--- config.mk ---
export PLATFORM = sky130hd
export DESIGN_NAME = result_uart_tx_flat
export DESIGN_NICKNAME = d
export VERILOG_FILES = /design/src/rtl/result_uart_tx_if.sv /design/src/rtl/result_uart_tx.sv /design/src/flat_wrapper.sv
export SDC_FILE = /design/constraint.sdc
export NUM_CORES = 1
export LEC_CHECK = 0
export ABC_AREA = 1
export CORE_MARGIN = 2
export CORE_UTILIZATION = 55
export DETAILED_ROUTE_END_ITERATION = 12
export MAX_ROUTING_LAYER = met4
export PLACE_DENSITY = 0.84
export SLEW_MARGIN = 10
export SYNTH_ARGS = -nofsm -noshare
export SYNTH_HDL_FRONTEND = slang
export SYNTH_SLANG_ARGS = --single-unit
--- constraint.sdc ---
create_clock -name clk -period 2.85 [get_ports clk]
set_clock_uncertainty 0.1 [all_clocks]
set_input_delay 0.7125 -clock clk [delete_from_list [all_inputs] [get_ports clk]]
set_output_delay 0.7125 -clock clk [all_outputs]
set_load 0.01 [all_outputs]
--- src/rtl/result_uart_tx_if.sv ---
// Bundles the result-request side and the UART byte side of result_uart_tx.
// The slave modport belongs to the transmitter; master belongs to whoever drives it.
interface result_uart_tx_if;
  logic [8:0] result;
  logic       o_flag;
  logic       result_ready;
  logic       txready;
  logic [7:0] txdata;
  logic       txclk;
  logic       busy;
  logic       drop;

  modport slave (
    input  result, o_flag, result_ready, txready,
    output txdata, txclk, busy, drop
  );

  modport master (
    output result, o_flag, result_ready, txready,
    input  txdata, txclk, busy, drop
  );
endinterface

--- src/rtl/result_uart_tx.sv ---
// Converts a finished 9-bit signed calculator result to ASCII decimal and
// streams it out one byte per transfer on the txdata/txclk/txready port.
//
// state | meaning
// IDLE  | waiting for result_ready; busy=0
// CONV  | repeated subtraction of 100s then 10s, one step per cycle
// LOAD  | assemble byte buffer and length, present first byte
// SEND  | offer buffer[idx] with txclk=1 until the last byte transfers
module result_uart_tx #(
  parameter bit NEWLINE_EN = 1'b1
) (
  input  logic               clk,
  input  logic               nrst,
  result_uart_tx_if.slave    bus
);

  typedef enum logic [1:0] {IDLE, CONV, LOAD, SEND} state_t;

  state_t     state_q, state_d;
  logic [8:0] mag_q, mag_d;
  logic       neg_q, neg_d;
  logic       ovf_q, ovf_d;
  logic [1:0] hund_q, hund_d;
  logic [3:0] tens_q, tens_d;
  logic [7:0] byte_buf_q [6];
  logic [7:0] byte_buf_d [6];
  logic [2:0] len_q, len_d;
  logic [2:0] idx_q, idx_d;
  logic [7:0] txdata_q, txdata_d;
  logic       txclk_q, txclk_d;
  logic       busy_q, busy_d;
  logic       drop_q, drop_d;
  logic [2:0] pos;

  always_ff @(posedge clk or negedge nrst) begin
    if (!nrst) begin
      state_q  <= IDLE;
      mag_q    <= '0;
      neg_q    <= 1'b0;
      ovf_q    <= 1'b0;
      hund_q   <= '0;
      tens_q   <= '0;
      len_q    <= '0;
      idx_q    <= '0;
      txdata_q <= 8'h00;
      txclk_q  <= 1'b0;
      busy_q   <= 1'b0;
      drop_q   <= 1'b0;
      for (int i = 0; i < 6; i++) byte_buf_q[i] <= 8'h00;
    end else begin
      state_q  <= state_d;
      mag_q    <= mag_d;
      neg_q    <= neg_d;
      ovf_q    <= ovf_d;
      hund_q   <= hund_d;
      tens_q   <= tens_d;
      len_q    <= len_d;
      idx_q    <= idx_d;
      txdata_q <= txdata_d;
      txclk_q  <= txclk_d;
      busy_q   <= busy_d;
      drop_q   <= drop_d;
      for (int i = 0; i < 6; i++) byte_buf_q[i] <= byte_buf_d[i];
    end
  end

  always_comb begin
    state_d  = state_q;
    mag_d    = mag_q;
    neg_d    = neg_q;
    ovf_d    = ovf_q;
    hund_d   = hund_q;
    tens_d   = tens_q;
    len_d    = len_q;
    idx_d    = idx_q;
    txdata_d = txdata_q;
    txclk_d  = txclk_q;
    busy_d   = busy_q;
    pos      = 3'd0;
    for (int i = 0; i < 6; i++) byte_buf_d[i] = byte_buf_q[i];
    // Any request seen while a frame is in flight, including its last cycle, is refused.
    drop_d   = bus.result_ready & busy_q;

    case (state_q)
      IDLE: begin
        if (bus.result_ready) begin
          busy_d  = 1'b1;
          ovf_d   = bus.o_flag;
          neg_d   = bus.result[8];
          mag_d   = bus.result[8] ? (~bus.result + 9'd1) : bus.result;
          hund_d  = 2'd0;
          tens_d  = 4'd0;
          state_d = bus.o_flag ? LOAD : CONV;
        end
      end

      CONV: begin
        if (mag_q >= 9'd100) begin
          mag_d  = mag_q - 9'd100;
          hund_d = hund_q + 2'd1;
        end else if (mag_q >= 9'd10) begin
          mag_d  = mag_q - 9'd10;
          tens_d = tens_q + 4'd1;
        end else begin
          state_d = LOAD;
        end
      end

      LOAD: begin
        if (ovf_q) begin
          byte_buf_d[0] = 8'h45;
          byte_buf_d[1] = 8'h52;
          byte_buf_d[2] = 8'h52;
          pos = 3'd3;
        end else begin
          if (neg_q) begin
            byte_buf_d[pos] = 8'h2D;
            pos = pos + 3'd1;
          end
          if (hund_q != 2'd0) begin
            byte_buf_d[pos] = 8'h30 + {6'd0, hund_q};
            pos = pos + 3'd1;
          end
          if (hund_q != 2'd0 || tens_q != 4'd0) begin
            byte_buf_d[pos] = 8'h30 + {4'd0, tens_q};
            pos = pos + 3'd1;
          end
          byte_buf_d[pos] = 8'h30 + {4'd0, mag_q[3:0]};
          pos = pos + 3'd1;
        end
        if (NEWLINE_EN) begin
          byte_buf_d[pos]        = 8'h0D;
          byte_buf_d[pos + 3'd1] = 8'h0A;
          pos = pos + 3'd2;
        end
        len_d    = pos;
        idx_d    = 3'd0;
        txdata_d = byte_buf_d[0];
        txclk_d  = 1'b1;
        state_d  = SEND;
      end

      SEND: begin
        if (bus.txready) begin
          if (idx_q == len_q - 3'd1) begin
            txclk_d = 1'b0;
            busy_d  = 1'b0;
            state_d = IDLE;
          end else begin
            idx_d    = idx_q + 3'd1;
            txdata_d = byte_buf_q[idx_q + 3'd1];
          end
        end
      end

      default: state_d = IDLE;
    endcase
  end

  assign bus.txdata = txdata_q;
  assign bus.txclk  = txclk_q;
  assign bus.busy   = busy_q;
  assign bus.drop   = drop_q;

endmodule

--- src/flat_wrapper.sv ---
// flat-port wrapper written by rule: the top's interface ports become plain ports
module result_uart_tx_flat 
#(
  parameter bit NEWLINE_EN = 1'b1
)
  (clk, nrst, bus_result, bus_o_flag, bus_result_ready, bus_txready, bus_txdata, bus_txclk, bus_busy, bus_drop);
  result_uart_tx_if bus_i ();
  input  logic clk;
  input  logic nrst;
  input wire logic [$bits(bus_i.result)-1:0] bus_result;
  input wire logic [$bits(bus_i.o_flag)-1:0] bus_o_flag;
  input wire logic [$bits(bus_i.result_ready)-1:0] bus_result_ready;
  input wire logic [$bits(bus_i.txready)-1:0] bus_txready;
  output wire logic [$bits(bus_i.txdata)-1:0] bus_txdata;
  output wire logic [$bits(bus_i.txclk)-1:0] bus_txclk;
  output wire logic [$bits(bus_i.busy)-1:0] bus_busy;
  output wire logic [$bits(bus_i.drop)-1:0] bus_drop;
  assign bus_i.result = bus_result;
  assign bus_i.o_flag = bus_o_flag;
  assign bus_i.result_ready = bus_result_ready;
  assign bus_i.txready = bus_txready;
  assign bus_txdata = bus_i.txdata;
  assign bus_txclk = bus_i.txclk;
  assign bus_busy = bus_i.busy;
  assign bus_drop = bus_i.drop;
  result_uart_tx #(.NEWLINE_EN(NEWLINE_EN)) u_core (.clk(clk), .nrst(nrst), .bus(bus_i));
endmodule
# Word level (Yosys, flattened, before mapping)
# Index checks and enable logic that the tools add are counted.
# op_classes
n_addsub	15
order_cmp	13
eq_ne	13
n_mux	70
bitwise_logic	14
reduce_logical	20
# op_table
cell	n
$mux W48	6
$bwmux W48	3
$demux W8 S3	5
$mux W24	4
$mux W8	12
$and A36 B36 Y36	1
$mux W3	12
$mux W9	4
$not A36 Y36	1
$and A30 B30 Y30	1
$not A30 Y30	1
$bmux W8 S3	1
$ge A4 B4 Y1 const B	6
$not A3 Y4	6
$lt A4 B1 Y1 const B	5
$or A18 B18 Y18	1
$pmux W9 S2	1
$mux W2	8
$pmux W8 S2	1
$add A3 B1 Y3 const B	5
$add A6 B4 Y7 const A	2
$mux W4	3
$or A12 B12 Y12	1
$reduce_and A3 Y1	4
32 further kinds	51
# totals
regBits	84
output_inout_bits	11
wordCells	163

# Depth between registers and ports, before layout
# Gate-level depths: netlist (run 1).
# logic_depth
word_depth	23
mapped_depth	20
depth_no_buf	20

# Worst setup path after synthesis (run 1)
# OpenSTA, ideal clock, no wires.
# synth_path
path_type	register to register
start	register u_core.hund_q[0]
end	register u_core.byte_buf_q[22] (netlist name)
setup_ps	121
t_arrival_ps	2795
required_time_ps	2629
slack_ps	-167
stages_incl_launch_ff	18
n_path_buf	0
period_less_slack_ps	3017
cell_sequence	dfrtp_1 > inv_1 > ha_1 > inv_1 > ha_1 > inv_1 > nand3_1 > nand2_4 > inv_6 > nand2_1 > nand3_1 > ha_1 > xor2_2 > nand2_2 > nor2_4 > nor2_1 > a21oi_1 > nor2_1
# synth_between
elab_chain_cells	19
word_cells_on_any_way	53
classes_between	add/sub (4); order compare (8); mux (27); bitwise (8); reduce/logical (6)
# synth_lines
item	line	source
from (decl)	result_uart_tx.sv:23	logic [1:0] hund_q, hund_d;
from (signal assigned)	result_uart_tx.sv:55	hund_q <= hund_d;
$reduce_bool A2 Y1	result_uart_tx.sv:120, result_uart_tx.sv:124	
$mux W3	result_uart_tx.sv:120	if (hund_q != 2'd0) begin
$mux W3	result_uart_tx.sv:110	if (ovf_q) begin
$mux W3	result_uart_tx.sv:84	case (state_q)
$add A3 B1 Y3	result_uart_tx.sv:126	pos = pos + 3'd1;
$mux W3	result_uart_tx.sv:124	if (hund_q != 2'd0 || tens_q != 4'd0) begin
$mux W3	result_uart_tx.sv:110	
$mux W3	result_uart_tx.sv:84	
(+3 left out)	--	
$add A3 B1 Y3 / $not A3 Y4 (equally long branches)	result_uart_tx.sv:133, result_uart_tx.sv:132	
$not A3 Y4 (not written as such) (tied with other cells)	result_uart_tx.sv:133	byte_buf_d[pos + 3'd1] = 8'h0A;
$ge A4 B4 Y1 (not written as such) (tied with other cells)	result_uart_tx.sv:133	
$logic_and A1 B1 Y1 (not written as such) / $mux W8 (equally long branches)	result_uart_tx.sv:133, result_uart_tx.sv:132	
$mux W8 (not written as such) / $demux W8 S3 (equally long branches)	result_uart_tx.sv:133, result_uart_tx.sv:132	
$demux W8 S3 / $not A30 Y30 (equally long branches)	--	
$not A36 Y36 (no source line) / $and A30 B30 Y30 (equally long branches)	--	
$and A36 B36 Y36 (no source line) (*)	--	
to (decl)	result_uart_tx.sv:25	logic [7:0] byte_buf_q [6];
# Mark *: on every way between the ends. The rest lies on a longest branch, timed or not. The select of a mux whose other input is x is not followed.
# A chain may end at the register's enable or synchronous reset.

# Worst setup path in the final report (run 1)
# layout_path
start	register u_core.hund_q[0]
end	register u_core.byte_buf_q[36] (netlist name)
# Same word-level chain as after synthesis.

==> results of run 1 <==
==> cell usage after synthesis (5+ instances only) <==
cell      number
nand2_1      211
o21ai_0      103
inv_1         92
dfrtp_1       84
nor2_1        64
a21oi_1       55
nand3_1       53
ha_1          23
clkbuf_1      14
nand4_1       12
nand2_4        9
xor2_1         8
nand2_2        7
nor2_4         6
o211ai_1       6
o21ai_1        6
a31oi_1        5
buf_2          5
xnor2_1        5
==> registers in the layout, indices dropped and copies added (netlist names) <==
signal / flops
u_core.bus.busy: 1
u_core.bus.drop: 1
u_core.bus.txclk: 1
u_core.bus.txdata: 8
u_core.byte_buf_q: 48
u_core.hund_q: 2
u_core.idx_q: 3
u_core.len_q: 3
u_core.mag_q: 9
u_core.neg_q: 1
u_core.ovf_q: 1
u_core.state_q: 2
u_core.tens_q: 4
==> cell families after synthesis <==
logic type	after synthesis	synth area share
buffers and inverters	121	0.0823
xor gates and xnor gates	14	0.0228
adders and majority gates	23	0.0505
DFF	84	0.369
AOI/OAI and AO/OA	189	0.176
and+or+nand+nor	378	0.299
==> cell type report <==
| type | instances | area [um2] | share of cell area |
|---|---|---|---|
| tap | 136 | 170 | 0.0261 |
| clock buffer | 11 | 141 | 0.0217 |
| clock inverter | 5 | 45.0 | 0.00690 |
| multi-input combinational | 604 | 3250 | 0.498 |
| sequential | 84 | 2100 | 0.322 |
| inverter | 98 | 373 | 0.0571 |
| timing repair buffer | 50 | 445 | 0.0683 |
==> cell usage in the layout (no fill, tap or decap), types with 2 or more instances in the layout <==
cell | Yosys | layout
nand2_1 | 211 | 205
o21ai_0 | 103 | 102
inv_1 | 92 | 90
dfrtp_1 | 84 | 84
nor2_1 | 64 | 63
a21oi_1 | 55 | 54
nand3_1 | 53 | 51
buf_4 | 1 | 26
clkdlybuf4s50_1 | 0 | 23
ha_1 | 23 | 20
nand2_2 | 7 | 12
nand4_1 | 12 | 12
nand2_4 | 9 | 10
clkbuf_8 | 0 | 10
xor2_1 | 8 | 8
nor2_4 | 6 | 7
o21ai_1 | 6 | 7
inv_2 | 4 | 6
o211ai_1 | 6 | 6
a31oi_1 | 5 | 4
nor3_1 | 4 | 4
xnor2_1 | 5 | 4
a22oi_1 | 3 | 3
o22ai_1 | 3 | 3
nor2_2 | 3 | 3
nand3_4 | 0 | 2
inv_6 | 1 | 2
nand3_2 | 2 | 2
or2_2 | 2 | 2
a21oi_2 | 1 | 2
ha_4 | 0 | 2
clkinv_4 | 0 | 2
==> layer usage <==
| metal | vias up | global-route usage | part of all wire |
|---|---|---|---|
| met4 | 0 | 0.123 | 0.032 |
| met1 | 2637 | 0.405 | 0.44 |
| met2 | 242 | 0.448 | 0.45 |
| li1 | 2715 | - | - |
| met5 | - | - | 0 |
| met3 | 51 | 0.0618 | 0.077 |
==> per-stage QoR <==
| step | worst slack [ps] | instance area [um2] | cells | hold slack (ps) | setup TNS [ps] |
|---|---|---|---|---|---|
| floorplan | 13.4 | 5720 | 809 | 317 | 0 |
| finish | 107 | 6530 | 988 | 122 | 0 |
| detailed placement | -32.4 | 6200 | 967 | 353 | -190 |
| global route | -13.5 | 6530 | 988 | 137 | -59.4 |
| global placement | 49.7 | 6200 | 967 | 352 | 0 |
| CTS | 16.4 | 6430 | 984 | 128 | 0 |
==> repair_timing <==
action	CTS	global route
endpoints found under the setup margin	17	54
resized for setup	7	16
pin swaps	1	5
hold buffers	0	0
setup buffers	1	4
==> path summary, 6_finish.rpt <==
| check | from | end |
|---|---|---|
| min reg2reg | u_core.byte_buf_q[3]$_DFFE_PN0P_ | u_core.byte_buf_q[3]$_DFFE_PN0P_ |
| max reg2reg | u_core.hund_q[0]$_DFFE_PN0P_ | u_core.byte_buf_q[36]$_DFFE_PN0P_ |
| min in group clk | u_core.byte_buf_q[3]$_DFFE_PN0P_ | u_core.byte_buf_q[3]$_DFFE_PN0P_ |
| max | u_core.hund_q[0]$_DFFE_PN0P_ | u_core.byte_buf_q[36]$_DFFE_PN0P_ |
| max in group asynchronous | nrst | u_core.hund_q[0]$_DFFE_PN0P_ |
| min | nrst | u_core.byte_buf_q[46]$_DFFE_PN0P_ |
==> flow_summary.ini, run 1 <==
[grt]
grt_pass1_vias = 5153
antenna_found_initial = 0
grt_use_total = 0.302
grt_pass1_wl_um = 25700
grt_max_degree = 62
grt-ovfl-total = 0

[detailed_routing]
vias = 5645
ant_nets = 0
drt_iter0_markers = 585
wl_per_cell_um = 16.2
wirelength_um = 16000
firstDrtPassIters = 11
vias_per_cell = 5.71
drc = 1

[worst_setup_path]
cp.required_ps = 2980
r2r_slack_ps = 110
arrival_ps = 2880
r2r_cells = 18
cp-start-kind = flop
cp_num_cells = 18
cpPeakStageDelay_ps = 400
path_common_cell = nand2_2
cp_cell_sequence = inv_1 -> ha_2 -> inv_2 -> ha_4 -> inv_2 -> nand3_4 -> nand2_4 -> inv_6 -> nand2_2 -> nand3_4 -> ha_4 -> xnor2_2 -> nor2_4 -> nand2_2 -> nand2_2 -> nor2_2 -> o31ai_1 -> o21ai_0
cp_slowest_cell = dfrtp_1
critPathKind = reg -> reg
cp_num_buf_inv = 4
cp_max_fo = 5
cpLargestDelayFamily = simple AND/OR/NAND/NOR gates
crit_path_end_kind = flop

[cts]
cts_sinks = 84
htree_levels = 3
clk_pin_slew_ps = 90
worstSkewPairLatency_ps = 380
cts_tree = done
numCtsBuffers = 9
cts.path.max_buffers = 2
cts-root-buf = clkbuf_8

[synthesis]
avgSynthCellArea_um2 = 7.05
ys.flop_type = dfrtp_1
syn-num-nets = 846
synth_cells = 809
ys_warn_count = 0
post_synth_num_cell_types = 43
synthArstFlopShare = 1.00
synth_area_leaders = dfrtp_1 37%, nand2_1 14%, o21ai_0 9.0%, inv_1 6.1%, ha_1 5.0%
synth_seq_area_share = 0.369
syn-cell-area_um2 = 5700
synth_top_area_frac = 0.369
yosys.area.top_type = dfrtp_1
ys_ff_latch = 84
synth_edf_count = 0

[timing]
period_minus_slack_ps = 2740
drv_slew = 0
tightest_slew_ps = 756
hold_viol_final = 0
clock.fmax_mhz = 365
fin_crit_sh = 0.963
slew_headroom = 0.492
finalSetupViolCount = 0

[finish]
drive_gt1_frac = 0.116
fillers = 897
postLayoutCoreUtil = 0.641
finalNetCount = 884
area_delta_synth_final_pct = 14.5
antenna_cells = 0

[run]
max_cap_violations = 0

[placement]
dp_hpwl_um = 11600
numPortBuffers = 24
place.gp.congestion = 0.981

[die]
start_util = 0.560
die_w_um = 106
die_h_um = 106
die-area_um2 = 11200
coreArea_um2 = 10200
rows = 37
io-pin-count = 25

[run_status]
violations = design-rule violations
status = complete, but fails checks

[worst_hold_path]
worstHoldPathType = in -> async
Power of run 1 is left out: the tool's default activity adds up to more than one toggle a clock period on the data nets, which glitch-free logic cannot reach.
==> run 2, diff against run 1 <==
- TNS_END_PERCENT: not set -> 5
==> run 2 against run 1 <==
Against the previous run:
- the flow now finishes without violations
- non-clock buffer count is 2 higher
- design area is 0.33% lower
- sequential cell count stayed put
- hold slack worse by 4.8 ps
- cell count is 0.20% higher
- count of clock-buffer cells in the layout stayed put
==> flow_summary.ini, run 2 (synthesis results as in run 1) <==
[die]
io-pin-count = 25
start_util = 0.560
coreArea_um2 = 10200
die-area_um2 = 11200
die_h_um = 106
rows = 37
die_w_um = 106

[worst_setup_path]
r2r_cells = 18
cpLargestDelayFamily = simple AND/OR/NAND/NOR gates
cp_slowest_cell = dfrtp_1
arrival_ps = 2920
cp_num_cells = 18
cp_max_fo = 5
path_common_cell = nand2_2
cpPeakStageDelay_ps = 400
cp.required_ps = 2980
cp_cell_sequence = inv_1 -> ha_2 -> inv_2 -> ha_4 -> inv_1 -> nand3_2 -> nand2_4 -> inv_6 -> nand2_2 -> nand3_4 -> ha_4 -> xnor2_1 -> nor2_2 -> nand2_2 -> nand2_2 -> nor2_2 -> o31ai_1 -> o21ai_0
crit_path_end_kind = flop
cp_num_buf_inv = 4
cp-start-kind = flop
critPathKind = reg -> reg

[grt]
grt-ovfl-total = 0
grt_pass1_wl_um = 25600
antenna_found_initial = 0
grt_pass1_vias = 5122
grt_use_total = 0.301
grt_max_degree = 62

[run_status]
status = finished, final reports clean

[timing]
worst_slack_ps = 67.9
hold_viol_final = 0
finalSetupViolCount = 0
clock.fmax_mhz = 359
period_minus_slack_ps = 2780
fin_crit_sh = 0.976
drv_slew = 0
slew_headroom = 0.482
tightest_slew_ps = 771

[detailed_routing]
wl_per_cell_um = 16.0
vias_per_cell = 5.71
ant_nets = 0
wirelength_um = 15800
firstDrtPassIters = 7
vias = 5648
drt_iter0_markers = 458
drc = 0

[worst_hold_path]
worstHoldPathType = in -> async

[placement]
dp_hpwl_um = 11600
preCtsSetupSlack_ps = -32.4
place.gp.congestion = 0.981
numPortBuffers = 24

[finish]
regMostFlops = u_core.byte_buf_q
area_delta_synth_final_pct = 14.1
largest_reg_flops = 48
postLayoutCoreUtil = 0.639
finalNetCount = 886
drive_gt1_frac = 0.115
fillers = 905
antenna_cells = 0
final_cell_mix = 207 x nand2_1, 102 x o21ai_0, 90 x inv_1
final_common_cell = nand2_1

[cts]
cts-root-buf = clkbuf_8
clk_pin_slew_ps = 100
cts_sinks = 84
ctsHoldBuffers = 0
cts.path.max_buffers = 2
worstSkewPairLatency_ps = 380
cts_tree = done
numCtsBuffers = 9
htree_levels = 3

[run]
max_cap_violations = 0
## run 2: metrics by stage
| stage | cells | instance area, um2 | TNS, ps | hold slack (ps) |
|---|---|---|---|---|
| after floorplan | 809 | 5720 | 0 | 317 |
| final | 990 | 6500 | 0 | 117 |
| after global routing | 990 | 6500 | -972 | 137 |
| after CTS | 983 | 6390 | -326 | 128 |
| after global placement | 967 | 6200 | 0 | 352 |
| after detailed placement | 967 | 6200 | -190 | 353 |
## run 2: path summary, 6_finish.rpt
kind,from,slack [ps],endpoint
hold / removal,nrst,120,u_core.bus.txdata[7]$_DFFE_PN0P_
hold reg to reg,u_core.byte_buf_q[3]$_DFFE_PN0P_,370,u_core.byte_buf_q[3]$_DFFE_PN0P_
setup / recovery,u_core.hund_q[0]$_DFFE_PN0P_,70,u_core.byte_buf_q[36]$_DFFE_PN0P_
min in group clk,u_core.byte_buf_q[3]$_DFFE_PN0P_,370,u_core.byte_buf_q[3]$_DFFE_PN0P_
max in group asynchronous,nrst,1900,u_core.hund_q[0]$_DFFE_PN0P_
setup reg to reg,u_core.hund_q[0]$_DFFE_PN0P_,70,u_core.byte_buf_q[36]$_DFFE_PN0P_
## run 2: what timing repair did
item | in CTS | in global routing
gates resized for setup | 2 | 15
hold endpoints to repair | 0 | 0
cloned | 0 | 0
setup endpoints to repair | 17 | 56
buffers inserted | 0 | 7
pin swaps | 0 | 7
## run 2: layout make-up
cell class                      count  area (um2)  share of cell area
Tap cell                          136         170              0.0262
Inverter                           98         373              0.0573
Clock inverter                      5        45.0             0.00692
Clock buffer                       11         141              0.0217
Sequential cell                    84        2100               0.323
Timing Repair Buffer               52         460              0.0708
Multi-Input combinational cell    604        3210               0.494
## run 2: metal layers
metal | vias to the layer above | GRT usage | routed length (um)
met4 | 0 | 0.118 | 587
met1 | 2628 | 0.406 | 6990
met3 | 61 | 0.0612 | 1210
met5 | - | - | 0
met2 | 243 | 0.446 | 7030
li1 | 2716 | - | -
Power of run 2 is left out for the same reason.
